==> src/rtl/yuv_subsample_pack.sv <==
// yuv_subsample_pack
//   Chroma subsampler and 32-bit packer for the imager YUV stream.
//   Converts 4:4:4 input pixels into packed 8-bit 4:4:4, 4:2:2 or 4:2:0
//   words (mode chosen per frame) and passes non-pixel dtypes through
//   in order.
//
// Ports
//   clk          pixel clock
//   reset        asynchronous, active-high reset
//   mode         00=444, 01=422, 10=420, 11=444; sampled at FRAME_START
//   dvi          input valid
//   dtypei       input dtype (pixel dtypes have the dtype MSB set)
//   yi, ui, vi   pixel components
//   meta_datai   meta word for non-pixel dtypes
//   dvo          output valid
//   dtypeo       output dtype
//   datao        packed pixel word or zero-extended meta word
//   active_mode  mode latched for the current frame
//   error        sticky protocol-error flag

`ifndef DTYPE_WIDTH
`define DTYPE_WIDTH       4
`define DTYPE_FRAME_START 4'h1
`define DTYPE_FRAME_END   4'h2
`define DTYPE_ROW_START   4'h3
`define DTYPE_ROW_END     4'h4
`define DTYPE_META        4'h5
`define DTYPE_PIXEL       4'h8
`endif

module yuv_subsample_pack #(
  parameter int PIXEL_WIDTH = 10,
  parameter int MAX_COLS    = 1920,
  parameter int DATA_WIDTH  = 16
) (
  input  logic                    clk,
  input  logic                    reset,
  input  logic [1:0]              mode,
  input  logic                    dvi,
  input  logic [`DTYPE_WIDTH-1:0] dtypei,
  input  logic [PIXEL_WIDTH-1:0]  yi,
  input  logic [PIXEL_WIDTH-1:0]  ui,
  input  logic [PIXEL_WIDTH-1:0]  vi,
  input  logic [DATA_WIDTH-1:0]   meta_datai,
  output logic                    dvo,
  output logic [`DTYPE_WIDTH-1:0] dtypeo,
  output logic [31:0]             datao,
  output logic [1:0]              active_mode,
  output logic                    error
);

  localparam int PW = PIXEL_WIDTH;
  localparam int DW = `DTYPE_WIDTH;
  localparam int CW = $clog2(MAX_COLS) + 1;
  localparam logic [CW-1:0] COL_MAX = CW'(MAX_COLS);

  typedef enum logic [1:0] {M444 = 2'b00, M422 = 2'b01, M420 = 2'b10, MRSV = 2'b11} mode_t;
  typedef enum logic [2:0] {PK_EMPTY, PK_HAVE1, PK_L1, PK_L2, PK_L3} pk_state_t;

  function automatic logic [7:0] top8(input logic [PW-1:0] c);
    return c[PW-1 -: 8];
  endfunction

  // Rounded average at PW+1 bits; the top 8 bits of (sum >> 1) are sum[PW -: 8].
  function automatic logic [7:0] avg8(input logic [PW-1:0] c0, input logic [PW-1:0] c1);
    logic [PW:0] s;
    s = {1'b0, c0} + {1'b0, c1} + (PW+1)'(1);
    return s[PW -: 8];
  endfunction

  // Registered state
  pk_state_t             pk_state, pk_state_nxt;
  logic [7:0]            y_b0, y_b1, y_b2, y_b0_nxt, y_b1_nxt, y_b2_nxt;
  logic [PW-1:0]         u0, v0, u0_nxt, v0_nxt;
  logic [DW-1:0]         last_dt, last_dt_nxt;
  logic [CW-1:0]         col_cnt, col_nxt;
  logic                  row_par, row_par_nxt;
  logic                  prev_row_end, prev_row_end_nxt;
  logic                  hold_valid, hold_valid_nxt;
  logic [DW-1:0]         hold_dtype, hold_dtype_nxt;
  logic [PW-1:0]         hold_y, hold_u, hold_v, hold_y_nxt, hold_u_nxt, hold_v_nxt;
  logic [DATA_WIDTH-1:0] hold_meta, hold_meta_nxt;
  logic [1:0]            active_mode_nxt;
  logic                  error_nxt;
  logic                  dvo_nxt;
  logic [DW-1:0]         dtypeo_nxt;
  logic [31:0]           datao_nxt;

  // Token being processed this cycle: the hold register has priority over
  // the live input so that deferred tokens keep their order.
  logic                  cur_valid, cur_is_pix, new_pending, defer, pix_luma, pix_pack;
  logic [DW-1:0]         cur_dtype;
  logic [PW-1:0]         cur_y, cur_u, cur_v;
  logic [DATA_WIDTH-1:0] cur_meta;
  logic [7:0]            y8;
  logic [31:0]           flush_word;

  always_comb begin
    pk_state_nxt     = pk_state;
    y_b0_nxt         = y_b0;
    y_b1_nxt         = y_b1;
    y_b2_nxt         = y_b2;
    u0_nxt           = u0;
    v0_nxt           = v0;
    last_dt_nxt      = last_dt;
    col_nxt          = col_cnt;
    row_par_nxt      = row_par;
    active_mode_nxt  = active_mode;
    hold_valid_nxt   = 1'b0;
    hold_dtype_nxt   = hold_dtype;
    hold_y_nxt       = hold_y;
    hold_u_nxt       = hold_u;
    hold_v_nxt       = hold_v;
    hold_meta_nxt    = hold_meta;
    prev_row_end_nxt = dvi && (dtypei == `DTYPE_ROW_END);
    error_nxt        = error | (dvi & prev_row_end);
    defer            = 1'b0;

    cur_valid   = hold_valid | dvi;
    new_pending = hold_valid & dvi;
    cur_dtype   = hold_valid ? hold_dtype : dtypei;
    cur_y       = hold_valid ? hold_y     : yi;
    cur_u       = hold_valid ? hold_u     : ui;
    cur_v       = hold_valid ? hold_v     : vi;
    cur_meta    = hold_valid ? hold_meta  : meta_datai;
    cur_is_pix  = cur_dtype[DW-1];
    y8          = top8(cur_y);

    pix_luma = (active_mode == M420) && row_par;
    pix_pack = (active_mode == M422) || ((active_mode == M420) && !row_par);

    // A HAVE1 flush keeps the YUYV lane layout with the missing Y1 zeroed.
    case (pk_state)
      PK_HAVE1: flush_word = {y_b0, top8(u0), 8'h00, top8(v0)};
      PK_L1:    flush_word = {y_b0, 24'h0};
      PK_L2:    flush_word = {y_b0, y_b1, 16'h0};
      PK_L3:    flush_word = {y_b0, y_b1, y_b2, 8'h00};
      default:  flush_word = '0;
    endcase

    dvo_nxt    = 1'b0;
    dtypeo_nxt = cur_dtype;
    datao_nxt  = 32'(cur_meta);

    if (cur_valid) begin
      if (cur_is_pix) begin
        if (col_cnt >= COL_MAX) begin
          error_nxt = 1'b1;
        end else begin
          col_nxt     = col_cnt + CW'(1);
          last_dt_nxt = cur_dtype;
          if (pix_luma) begin
            case (pk_state)
              PK_L1: begin y_b1_nxt = y8; pk_state_nxt = PK_L2; end
              PK_L2: begin y_b2_nxt = y8; pk_state_nxt = PK_L3; end
              PK_L3: begin
                dvo_nxt      = 1'b1;
                datao_nxt    = {y_b0, y_b1, y_b2, y8};
                pk_state_nxt = PK_EMPTY;
              end
              default: begin y_b0_nxt = y8; pk_state_nxt = PK_L1; end
            endcase
          end else if (pix_pack) begin
            if (pk_state == PK_HAVE1) begin
              dvo_nxt      = 1'b1;
              datao_nxt    = {y_b0, avg8(u0, cur_u), y8, avg8(v0, cur_v)};
              pk_state_nxt = PK_EMPTY;
            end else begin
              y_b0_nxt     = y8;
              u0_nxt       = cur_u;
              v0_nxt       = cur_v;
              pk_state_nxt = PK_HAVE1;
            end
          end else begin
            dvo_nxt   = 1'b1;
            datao_nxt = {8'h00, y8, top8(cur_u), top8(cur_v)};
          end
        end
      end else begin
        dvo_nxt = 1'b1;
        case (cur_dtype)
          `DTYPE_FRAME_START: begin
            active_mode_nxt = mode;
            row_par_nxt     = 1'b0;
            col_nxt         = '0;
            pk_state_nxt    = PK_EMPTY;
          end
          `DTYPE_ROW_START: begin
            col_nxt      = '0;
            pk_state_nxt = PK_EMPTY;
          end
          `DTYPE_ROW_END: begin
            if (pk_state != PK_EMPTY) begin
              // Flush now; the ROW_END itself is replayed from the hold
              // register next cycle, where it finds the pack state empty.
              dtypeo_nxt   = last_dt;
              datao_nxt    = flush_word;
              pk_state_nxt = PK_EMPTY;
              defer        = 1'b1;
            end else begin
              row_par_nxt = ~row_par;
            end
          end
          default: ;
        endcase
      end
    end

    if (defer) begin
      hold_valid_nxt = 1'b1;
      hold_dtype_nxt = cur_dtype;
      hold_meta_nxt  = cur_meta;
      if (new_pending) error_nxt = 1'b1;
    end else if (new_pending) begin
      error_nxt = 1'b1;
      // Only a collision with a held ROW_END is delayed; a second back-to-back
      // collision (hold still busy with a delayed input) drops the new input.
      if (hold_dtype == `DTYPE_ROW_END) begin
        hold_valid_nxt = 1'b1;
        hold_dtype_nxt = dtypei;
        hold_y_nxt     = yi;
        hold_u_nxt     = ui;
        hold_v_nxt     = vi;
        hold_meta_nxt  = meta_datai;
      end
    end
  end

  always_ff @(posedge clk or posedge reset) begin
    if (reset) begin
      pk_state     <= PK_EMPTY;
      y_b0         <= '0;
      y_b1         <= '0;
      y_b2         <= '0;
      u0           <= '0;
      v0           <= '0;
      last_dt      <= '0;
      col_cnt      <= '0;
      row_par      <= 1'b0;
      prev_row_end <= 1'b0;
      hold_valid   <= 1'b0;
      hold_dtype   <= '0;
      hold_y       <= '0;
      hold_u       <= '0;
      hold_v       <= '0;
      hold_meta    <= '0;
      active_mode  <= 2'b00;
      error        <= 1'b0;
      dvo          <= 1'b0;
      dtypeo       <= '0;
      datao        <= '0;
    end else begin
      pk_state     <= pk_state_nxt;
      y_b0         <= y_b0_nxt;
      y_b1         <= y_b1_nxt;
      y_b2         <= y_b2_nxt;
      u0           <= u0_nxt;
      v0           <= v0_nxt;
      last_dt      <= last_dt_nxt;
      col_cnt      <= col_nxt;
      row_par      <= row_par_nxt;
      prev_row_end <= prev_row_end_nxt;
      hold_valid   <= hold_valid_nxt;
      hold_dtype   <= hold_dtype_nxt;
      hold_y       <= hold_y_nxt;
      hold_u       <= hold_u_nxt;
      hold_v       <= hold_v_nxt;
      hold_meta    <= hold_meta_nxt;
      active_mode  <= active_mode_nxt;
      error        <= error_nxt;
      dvo          <= dvo_nxt;
      dtypeo       <= dtypeo_nxt;
      datao        <= datao_nxt;
    end
  end

endmodule

==> config.mk <==
export PLATFORM = sky130hd
export DESIGN_NAME = yuv_subsample_pack
export DESIGN_NICKNAME = d
export VERILOG_FILES = /design/src/rtl/yuv_subsample_pack.sv
export SDC_FILE = /design/constraint.sdc
export NUM_CORES = 1
export LEC_CHECK = 0
export ABC_AREA = 1
export ABC_CLOCK_PERIOD_IN_PS = 5250
export BUFFER_PORTS_ARGS = -buffer_cell sky130_fd_sc_hd__buf_4
export CORE_ASPECT_RATIO = 1.2
export CORE_UTILIZATION = 40
export DETAILED_ROUTE_END_ITERATION = 16
export HOLD_SLACK_MARGIN = 0.1
export PLACE_DENSITY = 0.57
export SLEW_MARGIN = 20
export SYNTH_ARGS = -nofsm -noshare
export SYNTH_HDL_FRONTEND = slang
export SYNTH_SLANG_ARGS = --single-unit
==> constraint.sdc <==
create_clock -name clk -period 5.25 [get_ports clk]
set_input_delay 1.05 -clock clk [delete_from_list [all_inputs] [get_ports clk]]
set_output_delay 1.05 -clock clk [all_outputs]
set_load 0.01 [all_outputs]
**Yosys cells after proc, flatten, opt, wreduce, memory -nomap -nowiden**

Index checks and enable logic that the tools add are counted.

- Add/sub/neg operators: 5
- $lt $le $gt $ge: 1
- Equality and inequality tests: 17
- Muxes and demuxes: 60
- Bitwise gates (word level): 10
- Reductions and logical operators: 25

Operator list:

| operator | count |
|---|---|
| 32-bit 2-to-1 mux | 9 |
| 32-bit one-hot mux with 4 select lines | 1 |
| 16-bit 2-to-1 mux | 4 |
| 12-bit 2-to-1 mux | 3 |
| 4-bit 2-to-1 mux | 8 |
| 8-bit 2-to-1 mux | 4 |
| 10-bit 2-to-1 mux | 3 |
| 10-bit by 10-bit adder with 11-bit output | 2 |
| 11-bit by 1-bit adder with 11-bit output (second input constant) | 2 |
| 1-bit 2-to-1 mux | 20 |
| 3-bit 2-to-1 mux | 5 |
| 5-bit AND reduction | 3 |
| 12-bit by 1-bit adder with 12-bit output (second input constant) | 1 |
| 4-bit by 3-bit == test with 1-bit output (second input constant) | 3 |
| 12-bit by 11-bit greater-or-equal comparator with 1-bit output (second input constant) | 1 |
| 3-bit AND reduction | 4 |
| 6-bit AND reduction | 2 |
| 2-bit nonzero test | 5 |
| 3-bit one-hot mux with 3 select lines | 1 |
| 2-bit != test (second input constant) | 4 |
| 3-bit by 2-bit == test with 1-bit output (second input constant) | 2 |
| 3-bit != test (second input constant) | 2 |
| 1-bit NOT | 6 |
| 3-bit one-hot mux with 2 select lines | 1 |
| other kinds (17) | 22 |

- Bits in registers: 156
- Input bits: 55
- Output and inout bits: 40
- Logic and storage cells: 139

**Longest topological paths before layout**

- Word-level depth: 9
- Gate-level depth with buffers: 20
- Mapped depth without buffers: 17

**Least setup slack after synthesis**

No wires, ideal clock.

- Path kind: input-to-reg
- From: input vi[4]
- To: register datao[6]
- Library setup time: 123 ps
- Arrival time: 2584 ps
- Data required time: 5127 ps
- Path slack: 2543 ps
- Stages on the path: 13
- Path buffers: 0
- Cells stage by stage: inv_1 -> o21ai_0 -> ha_1 -> a21oi_1 -> o21ai_0 -> nand2_1 -> nand3_1 -> o21ai_0 -> nor2_1 -> o21ai_0 -> nand2_1 -> nand2_1 -> nand2_1

- Longest elaborated chain between the ends: 9

Ends and longest elaborated chain:

| element | line | RTL |
|---|---|---|
| start: declaration | 43 | `input logic [PIXEL_WIDTH-1:0] vi,` |
| 10-bit 2-to-1 mux | 124 | `cur_v = hold_valid ? hold_v : vi;` |
| net cur_v[4] | 93 | `logic [PW-1:0] cur_y, cur_u, cur_v;` |
| 10-bit by 10-bit adder with 11-bit output | 67 | `s = {1'b0, c0} + {1'b0, c1} + (PW+1)'(1);` |
| 11-bit by 1-bit adder with 11-bit output | 67 |  |
| 32-bit 2-to-1 mux | 164 | `if (pk_state == PK_HAVE1) begin` |
| 32-bit 2-to-1 mux | 163 | `end else if (pix_pack) begin` |
| 32-bit 2-to-1 mux | 152 | `if (pix_luma) begin` |
| 32-bit 2-to-1 mux | 147 | `if (col_cnt >= COL_MAX) begin` |
| 32-bit 2-to-1 mux | 146 | `if (cur_is_pix) begin` |
| 32-bit 2-to-1 mux | 145 | `if (cur_valid) begin` |
| net datao_nxt[6] | 87 | `logic [31:0] datao_nxt;` |
| end signal: assignment | 273 | `datao <= datao_nxt;` |
| end: declaration | 47 | `output logic [31:0] datao,` |

The timed path passes the listed nets, and every way through them passes these cells.
A chain may end at the register's enable or synchronous reset.

**Final worst setup path**

- From: register hold_valid
- To: register u0[5]

- Longest elaborated chain between the ends: 2
- Elaborated cells between the ends (all ways): 4
- Classes of those cells: 2 x mux; 1 x bitwise; 1 x reduce/logical

Ends and longest elaborated chain:

| element | line | RTL |
|---|---|---|
| start: declaration | 79 | `logic hold_valid, hold_valid_nxt;` |
| start signal: assignment | 263 | `hold_valid <= hold_valid_nxt;` |
| 1-bit OR or 4-bit 2-to-1 mux (tied branches) | 119, 121 |  |
| 6-bit AND reduction (no line) | -- |  |
| end signal: assignment | 257 | `u0 <= u0_nxt;` |
| end: declaration | 74 | `logic [PW-1:0] u0, v0, u0_nxt, v0_nxt;` |

Several ways; a longest one is shown, not always the timed one.

==> flow_summary.yaml <==
sta:
  relSlewSlack_pct: 35.4
  finalSetupViolCount: 0
  skew_ps: 8.88
  tightest_slew_ps: 965
  hold_violations: 0
  slew_violations: 0
  fin_crit_ps: 3280
  setup_tns_ps: 0
  fin_crit_sh_pct: 62.5
  rsz0062_at_grt: "false"
  max_freq_mhz: 305
synthesis:
  syn_area_um2: 8730
  synth.most_common_cell: "nand2_1"
  avgSynthCellArea_um2: 7.59
  synth.top_cell.area_share_pct: 44.1
  yosys_warnings: 0
  synth_nets: 1226
  ys.flop_type: "dfrtp_1"
  netlist.top_cell.by_area: "dfrtp_1"
  yosys_register_bits: 154
  yosysSeqAreaShare_pct: 44.1
  synthCells: 1151
  synth.area.top_cells: "dfrtp_1 (44%), nand2_1 (13%), o21ai_0 (7.9%)"
  synth_edf_count: 0
  async_reset_ff_share_pct: 100
  ys_types: 43
  synth_common_cells: "nand2_1 (313), dfrtp_1 (154), inv_1 (146)"
power_and_ir_drop:
  pwr_density_cell_nw_per_um2: 426
  ir_drop_mv: 0.224
  power_frac_comb_pct: 34.0
  leakage_nw: 5.01
  p_sw_mw: 1.58
  seq_power_share_pct: 37.4
  power.total_mw: 4.37
  p_sw_share_pct: 36.2
  pwr-share-clk_pct: 28.6
  intPower_mw: 2.79
detailed_routing:
  viasPerCell: 5.23
  wl_met1_mm: 11.0
  wl_met2_mm: 12.0
  ant_nets: 0
  drc: 0
  wl_mm: 24.6
  firstDrtPassIters: 5
  vias: 7902
  top_layer: "met4"
  met3_wirelength_um: 990
  drt_iter0_drc: 575
  wire_per_inst_um: 16.3
floorplan:
  ioPinCount: 95
  die_h_um: 164
  num_rows: 58
  dieArea_um2: 22400
  start_util_pct: 41.2
  die_w_um: 137
  core_um2: 21200
layout:
  multi_input_area_um2: 4080
  drive_gt1_share_pct: 14.3
  n_fill_cell: 2159
  regArea_um2: 3850
  n_antenna_cell: 0
  syn_to_final_growth_pct: 17.4
  nets: 1303
placement:
  io_buffers: 92
  dpl.hpwl_mm: 17.9
  gp_congestion: 0.901
cts:
  cts.sinks: 154
  hold_buffers: 0
  insertion_delay_ps: 420
  cts_resized: 0
  cts_tree: "done"
  cts-buffers-inserted: 17
  htreeDepth: 4
  cts-root-buf: "clkbuf_16"
  clk_pin_slew_ps: 60
  clockBufferDepth: 2
  cts_setup_buffers: 0
critical_path:
  crit_buf_inv: 3
  cp_max_fo: 36
  crit_path_max_incr_delay_ps: 790
  cp-end-kind: "register"
  required_ps: 5550
  path_depth: 8
  cpLargestDelayFamily: "simple AND/OR/NAND/NOR gates"
  ff2ff_path_depth: 8
  critical_path_class: "register to register"
  cp.arrival_ps: 3580
  path_cells: "o21ai_2, nor2_1, inv_2, nor2_4, buf_4, inv_2, nor2_4, mux2_2"
  setup.worst_path.start_class: "register"
  crit_slowest_cell: "dfrtp_2"
global_routing:
  grt_pass1_vias: 7637
  grt_max_degree: 97
  antenna_found_initial: 0
  grt-ovfl-total: 0
  grt.total_usage_pct: 23.3
  grt_pass1_wl_mm: 39.9
hold_path:
  hold_class: "register to register"
  whs_path_depth: 2
job:
  cap_viol_max_count: 0
outcome:
  status: "finished clean"
cells by family after synthesis:
logic type | share of synthesized area, %
AO/OA/AOI/OAI | 18.4
XOR/XNOR | 0.301
adder cells (fa/ha/maj) | 2.86
buffers and inverters | 9.18
flip-flops | 44.1
multiplexers | 1.29
AND/OR/NAND/NOR | 23.9
final timing paths:
path | slack, ps | endpoint | start
max | 1970 | u0[5]$_DFFE_PP0P_ | hold_valid$_DFF_PP0_
min | 450 | last_dt[3]$_DFFE_PP0P_ | last_dt[3]$_DFFE_PP0P_
max reg2reg | 1970 | u0[5]$_DFFE_PP0P_ | hold_valid$_DFF_PP0_
min reg2reg | 450 | last_dt[3]$_DFFE_PP0P_ | last_dt[3]$_DFFE_PP0P_
max in group asynchronous | 3640 | hold_meta[4]$_DFFE_PP0P_ | reset
min in group asynchronous | 810 | y_b0[5]$_DFFE_PP0P_ | reset
final cells by class:
cell class	instances	share of cell area, %
Inverter	156	5.76
Clock buffer	22	4.72
Multi-Input combinational cell	796	39.8
Timing Repair Buffer	103	7.67
Tap cell	270	3.30
Sequential cell	154	37.6
Clock inverter	10	1.11
placed cells by master (no fill, tap or decap), types with 3 or more instances in the layout:
cell       netlist  final
nor4_1           4      4
o22ai_1          7      7
o2111ai_1        4      4
buf_4            2    102
nand2_1        313    313
a22oi_1          9      9
nor2_4           3      3
nor2_1          61     61
o21ai_1          7      7
o21a_1           3      3
nand3b_1         3      3
o211ai_1        18     18
nand2_2          3      3
o21ai_0        138    138
clkinv_2         0      4
dfrtp_1        154    153
clkbuf_16        0     17
o221ai_1        18     18
a211oi_1         7      7
inv_2           10     10
a31oi_1          6      6
o211ai_2         4      4
mux2_2          10     10
nand4_1          4      4
nor3_1          17     16
clkbuf_8         0      4
nor2_2           3      3
inv_1          146    145
nand2_4          3      3
ha_1            20     20
nand3_1         72     72
a21oi_1         47     47
routing by layer:
metal | GRT usage [%] | up-vias
met1 | 29.5 | 3697
met3 | 3.67 | 42
met5 | 0 | -
met4 | 8.44 | 0
li1 | - | 3966
met2 | 39.7 | 197
power by group through the flow:
stage	registers [mW]	logic, mW	clock network, mW
after CTS	1.63	1.49	1.28
after global routing	1.67	1.69	1.32
after detailed placement	1.65	1.48	0
final	1.63	1.48	1.25
after global placement	1.64	1.47	0
after floorplan	1.63	1.05	0
registers in the layout, indices dropped and copies added (netlist names), 2 cells and up:
| name | flops |
|---|---|
| y_b1 | 8 |
| hold_u | 10 |
| u0 | 10 |
| last_dt | 4 |
| hold_y | 8 |
| datao | 32 |
| v0 | 10 |
| hold_meta | 16 |
| hold_dtype | 4 |
| dtypeo | 4 |
| active_mode | 2 |
| col_cnt | 12 |
| y_b0 | 8 |
| pk_state | 3 |
| y_b2 | 8 |
| hold_v | 10 |
worst min-delay path, delay by kind of cell (launching register included):
kind	cells	cell delay [ps]
simple gates	1	60
buf+inv	1	40
flops	1	320
metrics by stage:
stage                     util [%]  hold slack [ps]  setup slack, ps  std cells  area (µm²)
final                         48.4              453             1970       1511       10300
after CTS                     48.4              458             1960       1511       10300
after detailed placement      45.6              442             1770       1479        9650
after floorplan                  -              423             50.2       1151        8730
after global placement        45.6              434             1790       1479        9650
after global routing          48.4              490             1590       1511       10300
No activity file was read; power rests on OpenSTA's default activity.
